--- config.mk ---
export PLATFORM = sky130hd
export DESIGN_NAME = shift_pipe_flat
export DESIGN_NICKNAME = d
export VERILOG_FILES = /design/src/rtl/shift_pipe_if.sv /design/src/rtl/shift_pipe.sv /design/src/flat_wrapper.sv
export SDC_FILE = /design/constraint.sdc
export NUM_CORES = 1
export LEC_CHECK = 0
export CAP_MARGIN = 20
export CORE_ASPECT_RATIO = 1.2
export CORE_UTILIZATION = 35
export DETAILED_ROUTE_END_ITERATION = 7
export PLACE_DENSITY = 0.61
export SLEW_MARGIN = 0
export SYNTH_ARGS = -nofsm -noshare
export SYNTH_HDL_FRONTEND = slang
export SYNTH_HIERARCHICAL = 1
export SYNTH_SLANG_ARGS = --single-unit
--- constraint.sdc ---
create_clock -name clk -period 3.6 [get_ports clk]
set_clock_uncertainty 0.15 [all_clocks]
set_input_delay 0.72 -clock clk [delete_from_list [all_inputs] [get_ports clk]]
set_output_delay 0.72 -clock clk [all_outputs]
set_load 0.1 [all_outputs]
--- src/rtl/shift_pipe_if.sv ---
// Handshake bundle for shift_pipe: input request channel and result channel.
// slave = the shifter, master = the producer/consumer driving it.
interface shift_pipe_if #(
  parameter int WIDTH = 16
);
  localparam int SHW = $clog2(WIDTH);

  logic             in_valid;
  logic             in_ready;
  logic [WIDTH-1:0] in_data;
  logic [SHW-1:0]   in_amt;
  logic [1:0]       in_mode;
  logic             out_valid;
  logic             out_ready;
  logic [WIDTH-1:0] out_data;
  logic             out_zero;
  logic             out_carry;

  modport slave (
    input  in_valid, in_data, in_amt, in_mode, out_ready,
    output in_ready, out_valid, out_data, out_zero, out_carry
  );

  modport master (
    output in_valid, in_data, in_amt, in_mode, out_ready,
    input  in_ready, out_valid, out_data, out_zero, out_carry
  );
endinterface

--- src/rtl/shift_pipe.sv ---
// Pipelined log barrel shifter (SLL/SRA/SRL/ROR) with zero and carry-out flags.
// One register stage per shift-amount bit; global stall from the output side.
module shift_pipe_stage #(
    parameter int WIDTH = 16,
    parameter int K     = 0
) (
    input  logic [WIDTH-1:0] d,
    input  logic             en,
    input  logic [1:0]       mode,
    input  logic             sign,
    input  logic             cin,
    output logic [WIDTH-1:0] q,
    output logic             cout
);
    localparam int S = 1 << K;

    logic [WIDTH-1:0] sll, srl, sra, ror;

    assign sll = d << S;
    assign srl = d >> S;
    // sign is the original operand MSB, not this stage's MSB
    assign sra = srl | ({WIDTH{sign}} & ~({WIDTH{1'b1}} >> S));
    assign ror = srl | (d << (WIDTH - S));

    // Carry keeps the last bit shifted out; a later non-shifting stage leaves it alone.
    always_comb begin
        q    = d;
        cout = cin;
        if (en) begin
            case (mode)
                2'b00: begin q = sll; cout = d[WIDTH-S]; end
                2'b01: begin q = sra; cout = d[S-1];     end
                2'b10: begin q = srl; cout = d[S-1];     end
                default: begin q = ror; cout = ror[WIDTH-1]; end
            endcase
        end
    end
endmodule

module shift_pipe #(
    parameter int WIDTH = 16
) (
    input logic       clk,
    input logic       rst,
    shift_pipe_if.slave bus
);
    localparam int SHW = $clog2(WIDTH);

    logic                       adv;
    logic [SHW-1:0]             vld_pipe;
    logic [SHW-1:0][WIDTH-1:0]  d_in, d_nx, d_q;
    logic [SHW-1:0][SHW-1:0]    a_in;
    logic [SHW-2:0][SHW-1:0]    a_q;
    logic [SHW-1:0][1:0]        m_in;
    logic [SHW-2:0][1:0]        m_q;
    logic [SHW-1:0]             s_in, c_in, c_nx, c_q;
    logic [SHW-2:0]             s_q;
    logic                       zero_q;

    assign adv          = !bus.out_valid || bus.out_ready;
    assign bus.in_ready = adv;

    generate
        for (genvar k = 0; k < SHW; k++) begin : g_stage
            if (k == 0) begin : g_head
                assign d_in[k] = bus.in_data;
                assign a_in[k] = bus.in_amt;
                assign m_in[k] = bus.in_mode;
                assign s_in[k] = bus.in_data[WIDTH-1];
                assign c_in[k] = 1'b0;
            end else begin : g_body
                assign d_in[k] = d_q[k-1];
                assign a_in[k] = a_q[k-1];
                assign m_in[k] = m_q[k-1];
                assign s_in[k] = s_q[k-1];
                assign c_in[k] = c_q[k-1];
            end

            shift_pipe_stage #(.WIDTH(WIDTH), .K(k)) u_stage (
                .d    (d_in[k]),
                .en   (a_in[k][k]),
                .mode (m_in[k]),
                .sign (s_in[k]),
                .cin  (c_in[k]),
                .q    (d_nx[k]),
                .cout (c_nx[k])
            );
        end
    endgenerate

    // Whole pipe moves or holds as one; bubbles are never squeezed out.
    always_ff @(posedge clk) begin
        if (rst) begin
            vld_pipe <= '0;
            d_q      <= '0;
            c_q      <= '0;
            a_q      <= '0;
            m_q      <= '0;
            s_q      <= '0;
            zero_q   <= 1'b0;
        end else if (adv) begin
            vld_pipe <= {vld_pipe[SHW-2:0], bus.in_valid};
            d_q      <= d_nx;
            c_q      <= c_nx;
            a_q      <= a_in[SHW-2:0];
            m_q      <= m_in[SHW-2:0];
            s_q      <= s_in[SHW-2:0];
            zero_q   <= (d_nx[SHW-1] == '0);
        end
    end

    assign bus.out_valid = vld_pipe[SHW-1];
    assign bus.out_data  = d_q[SHW-1];
    assign bus.out_zero  = zero_q;
    assign bus.out_carry = c_q[SHW-1];
endmodule

--- src/flat_wrapper.sv ---
// flat-port wrapper written by rule: the top's interface ports become plain ports
module shift_pipe_flat 
#(
    parameter int WIDTH = 16
)
  (clk, rst, bus_in_valid, bus_in_data, bus_in_amt, bus_in_mode, bus_out_ready, bus_in_ready, bus_out_valid, bus_out_data, bus_out_zero, bus_out_carry);
  shift_pipe_if #(.WIDTH(WIDTH)) bus_i ();
  input logic clk;
  input logic rst;
  input wire logic [$bits(bus_i.in_valid)-1:0] bus_in_valid;
  input wire logic [$bits(bus_i.in_data)-1:0] bus_in_data;
  input wire logic [$bits(bus_i.in_amt)-1:0] bus_in_amt;
  input wire logic [$bits(bus_i.in_mode)-1:0] bus_in_mode;
  input wire logic [$bits(bus_i.out_ready)-1:0] bus_out_ready;
  output wire logic [$bits(bus_i.in_ready)-1:0] bus_in_ready;
  output wire logic [$bits(bus_i.out_valid)-1:0] bus_out_valid;
  output wire logic [$bits(bus_i.out_data)-1:0] bus_out_data;
  output wire logic [$bits(bus_i.out_zero)-1:0] bus_out_zero;
  output wire logic [$bits(bus_i.out_carry)-1:0] bus_out_carry;
  assign bus_i.in_valid = bus_in_valid;
  assign bus_i.in_data = bus_in_data;
  assign bus_i.in_amt = bus_in_amt;
  assign bus_i.in_mode = bus_in_mode;
  assign bus_i.out_ready = bus_out_ready;
  assign bus_in_ready = bus_i.in_ready;
  assign bus_out_valid = bus_i.out_valid;
  assign bus_out_data = bus_i.out_data;
  assign bus_out_zero = bus_i.out_zero;
  assign bus_out_carry = bus_i.out_carry;
  shift_pipe #(.WIDTH(WIDTH)) u_core (.clk(clk), .rst(rst), .bus(bus_i));
endmodule
==> summary by stage, run 1 <==
Outcome
The run finished, with violations left. The final reports fail on design-rule violations.

Synthesis
The synthesized design contains 0 enable-type register cells. The fraction of the yosys area taken by sequential cells is 34.9%. The most frequently used flop master after synthesis is dfxtp_1. The count of state elements after synthesis is 88.

The count of unique library cells instantiated by Yosys is 42. By count the netlist is led by nand2_1, dfxtp_1, a21oi_1, nor2_1, nand3b_1. The gate count after technology mapping is 639. The synthesis warning total is 6. After synthesis the cells add up to 5040 um2. The proportion of netlist area held by the largest area contributor is 34.9%. By area the synthesized netlist is led by dfxtp_1, nand2_1, a21oi_1. Yosys instantiated no cell more often than nand2_1. The total nets after synthesis is 681. The library cell with the largest summed area after synthesis is dfxtp_1. The post-synthesis average cell area is 7.89 um2. Counting flops with an async set or reset pin after synthesis yields a share of 0%.

Floorplan
The die extent in x is 112 um. The count of standard-cell rows is 47. In this run the count of I/O pins placed on the die edge is 46.

The floorplan step set the die height to 133 um. The initial core utilization is 36.2%. The floorplan step defined a die boundary enclosing 14900 um2.

In this run the standard cell core region covers 13900 um2.

Power
The switching share of total power is 27.6%. The net switching power of the design is 0.672 mW. The leakage component of the power is 2.06 nW. After layout, the design draws a total of 2.44 mW.

The combinational share of power is 15.8%. The sequential power share is 44.6%. The worst-case IR drop observed on VDD is 175 uV. The clock network power share is 39.5%.

The total internal power is 1.76 mW. The cell area power density is 428 nW/um2.

Finish
The fraction of final layout cells with drive strength greater than 1 is 12.2%. The number of inserted diodes is 0. The number of nets in the final layout is 686.

From synthesis to final layout, the design area changed by 13.0%.

Drt
The count of nets left with antenna violations once routing finished came out at 0. Across all layers, the routed design uses 4353 vias. In this run, the number of DRC markers left after iteration 0 of detailed routing was 197. The DRC violations left is 1. The average detailed-routed wire length per instance is 13.6 um. The pre-antenna-repair detailed-routing pass consisted of 7 iterations. The routed wire length is 11.2 mm. Dividing the detail-routed via count by the number of cells gives 5.31.

STA
Of the available clock period, the critical path in the final layout requires 74.9%. The worst path meets setup with 0.902 ns of slack. The minimum clock period is 2.70 ns.

Setup repair after global routing left no endpoint under its margin. The final hold violation count is 0. The achievable frequency is 0.371 GHz. The slew at the pin closest to its max-slew limit is 1.04 ns. The number of max-slew violations in the final report was 0. Setup total negative slack on the finished layout was measured at 0 ns.

Headroom to the max-slew limit came out at 30.5%. The number of failing setup endpoints in the final timing report is 0.

Clock tree
Clock tree synthesis found a total of 88 sinks. The clock passes through at most 2 buffers. The number of gates resized after CTS is 0. After clock tree synthesis, the clock-pin slew on the worst setup and hold paths is 0.07 ns. The clock reaches the later pin of the worst-skew pair after 0.34 ns. The hold-fix buffer count after cts is 0. The TritonCTS clock tree is built. The cell sitting at the root of the clock tree is a clkbuf_16. The TritonCTS buffer count is 9.

The number of post-CTS setup repair buffers is 0. The number of H-tree levels is 3.

Global routing
The global-route congestion overflow total is 0. The via count of the first global-routing pass is 3938. The total routing usage reported by global routing is 15.3%. Entering global routing, the biggest net connects 89 pins.

The initial antenna violation count came to 0. The first global-routing pass estimated 18.7 mm of wire.

Setup path
The number of buffers and inverters on the critical path is 1. The slack of the worst reg-to-reg path is 1.43 ns. On the worst path, the slowest cell contributes a delay of 1.15 ns. The maximum fanout along the worst path is 2.

The required arrival time at the worst endpoint is 2.73 ns. STA classifies the critical path endpoint as an output pin. Walking the worst path, the cells encountered are clkdlybuf4s50_1. The cell family contributing the most delay on the critical path is buffers and inverters. The setup path with the least slack is of type flip-flop to output pin. The kind of start point of the critical path is a flip-flop. The slowest stage of the critical path belongs to the cell clkdlybuf4s50_1. The data arrival time of the critical path is 1.83 ns.

Flow run
Max-cap violations in this run came to 0.

Placed design
The count of port buffers added during placement is 45. The final weighted congestion of routability-driven global placement is 0.807. The worst slack at placement is 0.750 ns.

The HPWL after detailed placement is 7.89 mm.

Worst hold path
The class of the tightest hold or removal check is flip-flop to flip-flop.
==> power groups by stage <==
stage	sequential [mW]	combinational (mW)	clock [mW]
2_1_floorplan	1.15	0.249	0
3_3_place_gp	1.11	0.370	0
3_5_place_dp	1.11	0.378	0
4_1_cts	1.09	0.379	0.988
5_1_grt	1.10	0.423	1.04
6_report	1.09	0.386	0.963
==> flip-flops by register name, summed over array words and instances (netlist names) <==
| signal | count |
|---|---|
| u_core/a_in | 6 |
| u_core/bus.out_data | 16 |
| u_core/bus.out_zero | 1 |
| u_core/c_q | 4 |
| u_core/d_in | 48 |
| u_core/m_in | 6 |
| u_core/s_q | 3 |
| u_core/vld_pipe | 4 |
==> metal layers <==
layer	vias up	global-route usage (%)	wire, um
met2	81	26.9	5710
li1	2232	-	-
met4	0	7.66	308
met1	2018	17.8	4790
met3	22	2.96	345
met5	-	0	0
==> final cells by class <==
class / count / area (um2)
clock buffer: 11 / 253
tap: 171 / 214
sequential: 88 / 1760
inverter: 17 / 68.8
timing repair buffer: 50 / 526
clock inverter: 5 / 62.6
fill: 1444 / 8240
multi-input combinational: 478 / 2810
==> worst paths after layout <==
path                               start                      to  cells past startpoint
setup / recovery     u_core/bus.out_zero            bus_out_zero                      1
hold / removal    u_core/bus.out_data[5]  u_core/bus.out_data[5]                      2
setup reg to reg          u_core/m_in[6]     u_core/bus.out_zero                      7
hold reg to reg   u_core/bus.out_data[5]  u_core/bus.out_data[5]                      2
==> cells in the final DEF, fill, tap and decap left out, types with 2 or more instances in the layout <==
cell	instances
nand2_1	166
dfxtp_1	88
a21oi_1	66
clkdlybuf4s50_1	43
nor2_1	33
nand3b_1	30
a31oi_1	23
nand2_2	20
a21oi_2	20
o31ai_1	20
a221o_1	17
ha_1	16
inv_1	15
nor2b_1	14
clkbuf_16	9
a22o_1	8
o22ai_1	6
o21ai_0	5
a221o_2	5
a41oi_1	4
nor4_1	3
nand3_1	3
buf_4	3
clkinvlp_4	2
inv_6	2
clkbuf_8	2
buf_12	2
o31a_2	2
nand2b_1	2
nand3b_4	2
a41oi_2	2
nor3_2	2
==> kinds of logic after synthesis <==
| family | count (synthesis) | synth area share, % |
|---|---|---|
| compound gates | 182 | 25.4 |
| fa+ha+maj | 16 | 3.97 |
| buf+inv | 73 | 9.31 |
| flops | 88 | 34.9 |
| other cells | 1 | 0.0744 |
| simple gates | 279 | 26.4 |
==> worst min-delay path, stage by stage (launching register included) <==
cell	delay, ns
dfxtp_1	0.31
nand2_1	0.05
a21oi_1	0.05
==> metrics by stage <==
step                      instance area [um2]  hold WS [ns]  utilization (%)  std cells
final                                    5700         0.303             40.9        820
after global placement                   5350         0.288             38.4        803
after global routing                     5700         0.321             40.9        820
after floorplan                          5040         0.278                -        639
after detailed placement                 5350         0.296             38.4        803
after CTS                                5670         0.303             40.7        819
Power figures use the tool's default switching activity.
==> run 2, diff against run 1 <==
clock period = 2.54 ns   (was 3.6 ns; I/O delays follow)
==> run 2 against run 1 <==
The flow still finishes with violations (design-rule violations); hold slack lost 0.00077 ns; die area is the same; cell count grew 0.98%; core utilization shrank 0.31 points; power grew 37%; routed wire length grew 0.74%; non-clock buffer count grew 8; flip-flop and latch count is the same; combinational power grew 42%; design area shrank 0.75%; register-to-register slack lost 1.1 ns; largest cell class unchanged.
==> summary by stage, run 2 (same netlist as run 1, synthesis figures left out) <==
Drt
In this run the remaining antenna-violating nets after routing total 0. The average detailed-routed wire length per instance is 13.6 um. The number of DRC violations after detailed-routing iteration 0 is 197.

The routed wire length is 11.2 mm. The first-pass detailed-route iteration total is 7. The number of vias after detailed routing is 4365.

The via count normalized by instance count is 5.27. In the routed design, unresolved DRC markers number 1.

Clock tree
Once the clock tree was built, the resizer swapped 0 gates to a different size. Counting every sink on the clock net gives 88. The H-tree generated during clock tree synthesis spans 3 levels.

TritonCTS built the clock tree. The hold-fix buffer count after cts is 0. The root buffer cell chosen for the clock tree is clkbuf_16. The source-to-sink clock delay at the later pin of the worst-skew pair is 0.35 ns. The buffer depth of the longest clock path is 2.

After clock tree synthesis, the clock-pin slew on the worst setup and hold paths is 0.06 ns. In this run the post-CTS setup repair buffer count came out at 0. The number of clock buffers added by TritonCTS is 9.

Finish
The final layout contains 694 nets. The post-route netlist has 16.0% of its cells at a drive strength greater than 1. In the layout the commonest cells are nand2_1, dfxtp_1, a21oi_1. Compared with the post-synthesis result, the final layout area differs by 12.1%. The number of inserted filler cells in the final layout is 1410.

The multi-input combinational cells in the finished layout cover a total of 2810 um2. The final cell count without fillers is 828. The flip-flop count of the largest register, all copies and words added is 48. The commonest non-fill, non-tap cell in the layout is nand2_1. 0 antenna diodes ended up in the layout.

The sequential cells in the finished layout cover a total of 1760 um2. The finished cells cover 5650 um2.

STA
The final hold violation count came to 0. The number of max-slew violations in the final report is 0. The clock period could shrink to 2.20 ns. The worst slew margin relative to its limit is 59.4%.

The achievable frequency is 0.454 GHz. At the pin with the least slew margin, the transition time is 0.609 ns. Setup violations remaining at the end of the flow were counted as 0.

For the final routed database, the setup TNS stands at 0 ns. The period utilization is 86.8%. Setup repair after global routing left no endpoint under its margin. Once routing completed, OpenROAD measured the worst setup slack at 0.335 ns.

Floorplan
In this run the count of I/O pins placed on the die edge is 46. The initial utilization of the core area, before any placement, comes to 36.2%. The floorplan has 47 rows. The core outline area is 13900 um2.

From left edge to right edge, the die measures 112 um. The floorplan die area is 14900 um2. The height of the die is 133 um.

Power
In this run switching power makes up 29.7% of total power. The maximum vdd drop is 282 uV. Internal power comes to 2.35 mW. Of the total power, the clock network draws 37.7%. The cell area power density is 592 nW/um2.

Combinational logic burns 16.4% of the power. In this run, flip-flops and latches consume 45.9% of the power. In this run the power spent charging and discharging nets is 0.992 mW. The leakage component of the power is 2.12 nW.

Global routing
The maximum number of pins on one net before global-route repair is 65. The global-route congestion overflow total is 0. The initial antenna violation count was 0. The total routing usage reported by global routing is 15.6%. The via count of the first global-routing pass is 4065. The first global-routing pass estimated 19.0 mm of wire.

Setup path
The critical path goes through clkdlybuf4s50_1 > inv_1 > ha_1 > o31a_2 > a221o_2 > nand2_1 > a21oi_1. For the worst setup path, the data required time is 2.61 ns. STA puts the critical path data arrival time at 2.28 ns. The worst setup path is launched from a primary input. The highest cell delay on the worst timing path is 0.53 ns. The largest individual stage delay along the critical path comes from the cell clkdlybuf4s50_1.

STA classifies the critical path endpoint as a flip-flop. The critical path is of the primary input to flip-flop type. The maximum fanout along the worst path is 15.

Worst hold path
The class of the tightest hold or removal check is flip-flop to flip-flop.

Placed design
The count of buffers added on input and output ports is 45. Timing analysis after detailed placement gives a worst setup slack of -0.0351 ns. The cell count after placement is 812. Summed over all nets, the half-perimeter wirelength after detailed placement is 8.22 mm. The final weighted congestion of routability-driven global placement is 0.842. Summing all placed instances gives a cell area of 5370 um2.

Flow run
The tool flagged a number of max-cap violations equal to 0.

Outcome
The flow ran to the end, but the final reports show violations. The final reports fail on design-rule violations.
[run 2: changes by cell type in the layout (fill, tap and decap cells not counted), sizes merged]
| cell | change |
|---|---|
| inv | +1 |
| bufinv | -1 |
| buf | +27 |
| clkbuf | -1 |
| clkinvlp | -1 |
| clkdlybuf4s50 | -19 |
| clkinv | +2 |
[run 2: metrics by stage]
stage | hold WS (ns) | total power, mW | util [%]
after floorplan | 0.278 | 1.98 | -
after global placement | 0.289 | 2.10 | 38.6
after detailed placement | 0.294 | 2.12 | 38.6
after CTS | 0.303 | 3.37 | 40.6
after global routing | 0.328 | 3.51 | 40.6
final | 0.302 | 3.34 | 40.6
[run 2: worst paths after layout]
check                                        startpoint  cells past startpoint                 endpoint  slack, ns
worst max-delay path                     bus_in_mode[1]                      7          u_core/d_in[19]       0.34
worst min-delay path            u_core/bus.out_data[10]                      2  u_core/bus.out_data[10]       0.30
worst max register to register           u_core/m_in[6]                      7      u_core/bus.out_zero       0.34
worst min register to register  u_core/bus.out_data[10]                      2  u_core/bus.out_data[10]       0.30
[run 2: worst max-delay path, delay by kind of cell]
family / cells / cell delay, ns
buffers and inverters: 2 / 0.61
and+or+nand+nor: 1 / 0.06
AOI/OAI and AO/OA: 3 / 0.89
adders and majority gates: 1 / 0.21
[run 2: final cells by class]
class	count	area share, %
multi-input cells	478	49.7
flip-flops and latches	88	31.2
repair buffers	58	9.16
clock buffers	10	4.05
well taps	171	3.78
inverters	17	1.22
clock inverters	6	0.907
[run 2: per-layer routing]
metal,track usage (%),part of all wire (%),vias up
li1,-,-,2238
met1,18.0,44,2017
met2,26.5,49,80
met3,3.05,2.7,30
met4,9.76,4.2,0
met5,0,0,-
[run 2: power by group through the flow]
stage / registers, mW / clock network [mW] / logic, mW
after floorplan: 1.63 / 0 / 0.353
after detailed placement: 1.57 / 0 / 0.549
after global placement: 1.56 / 0 / 0.540
final: 1.54 / 1.26 / 0.549
after CTS: 1.54 / 1.29 / 0.551
after global routing: 1.55 / 1.36 / 0.607
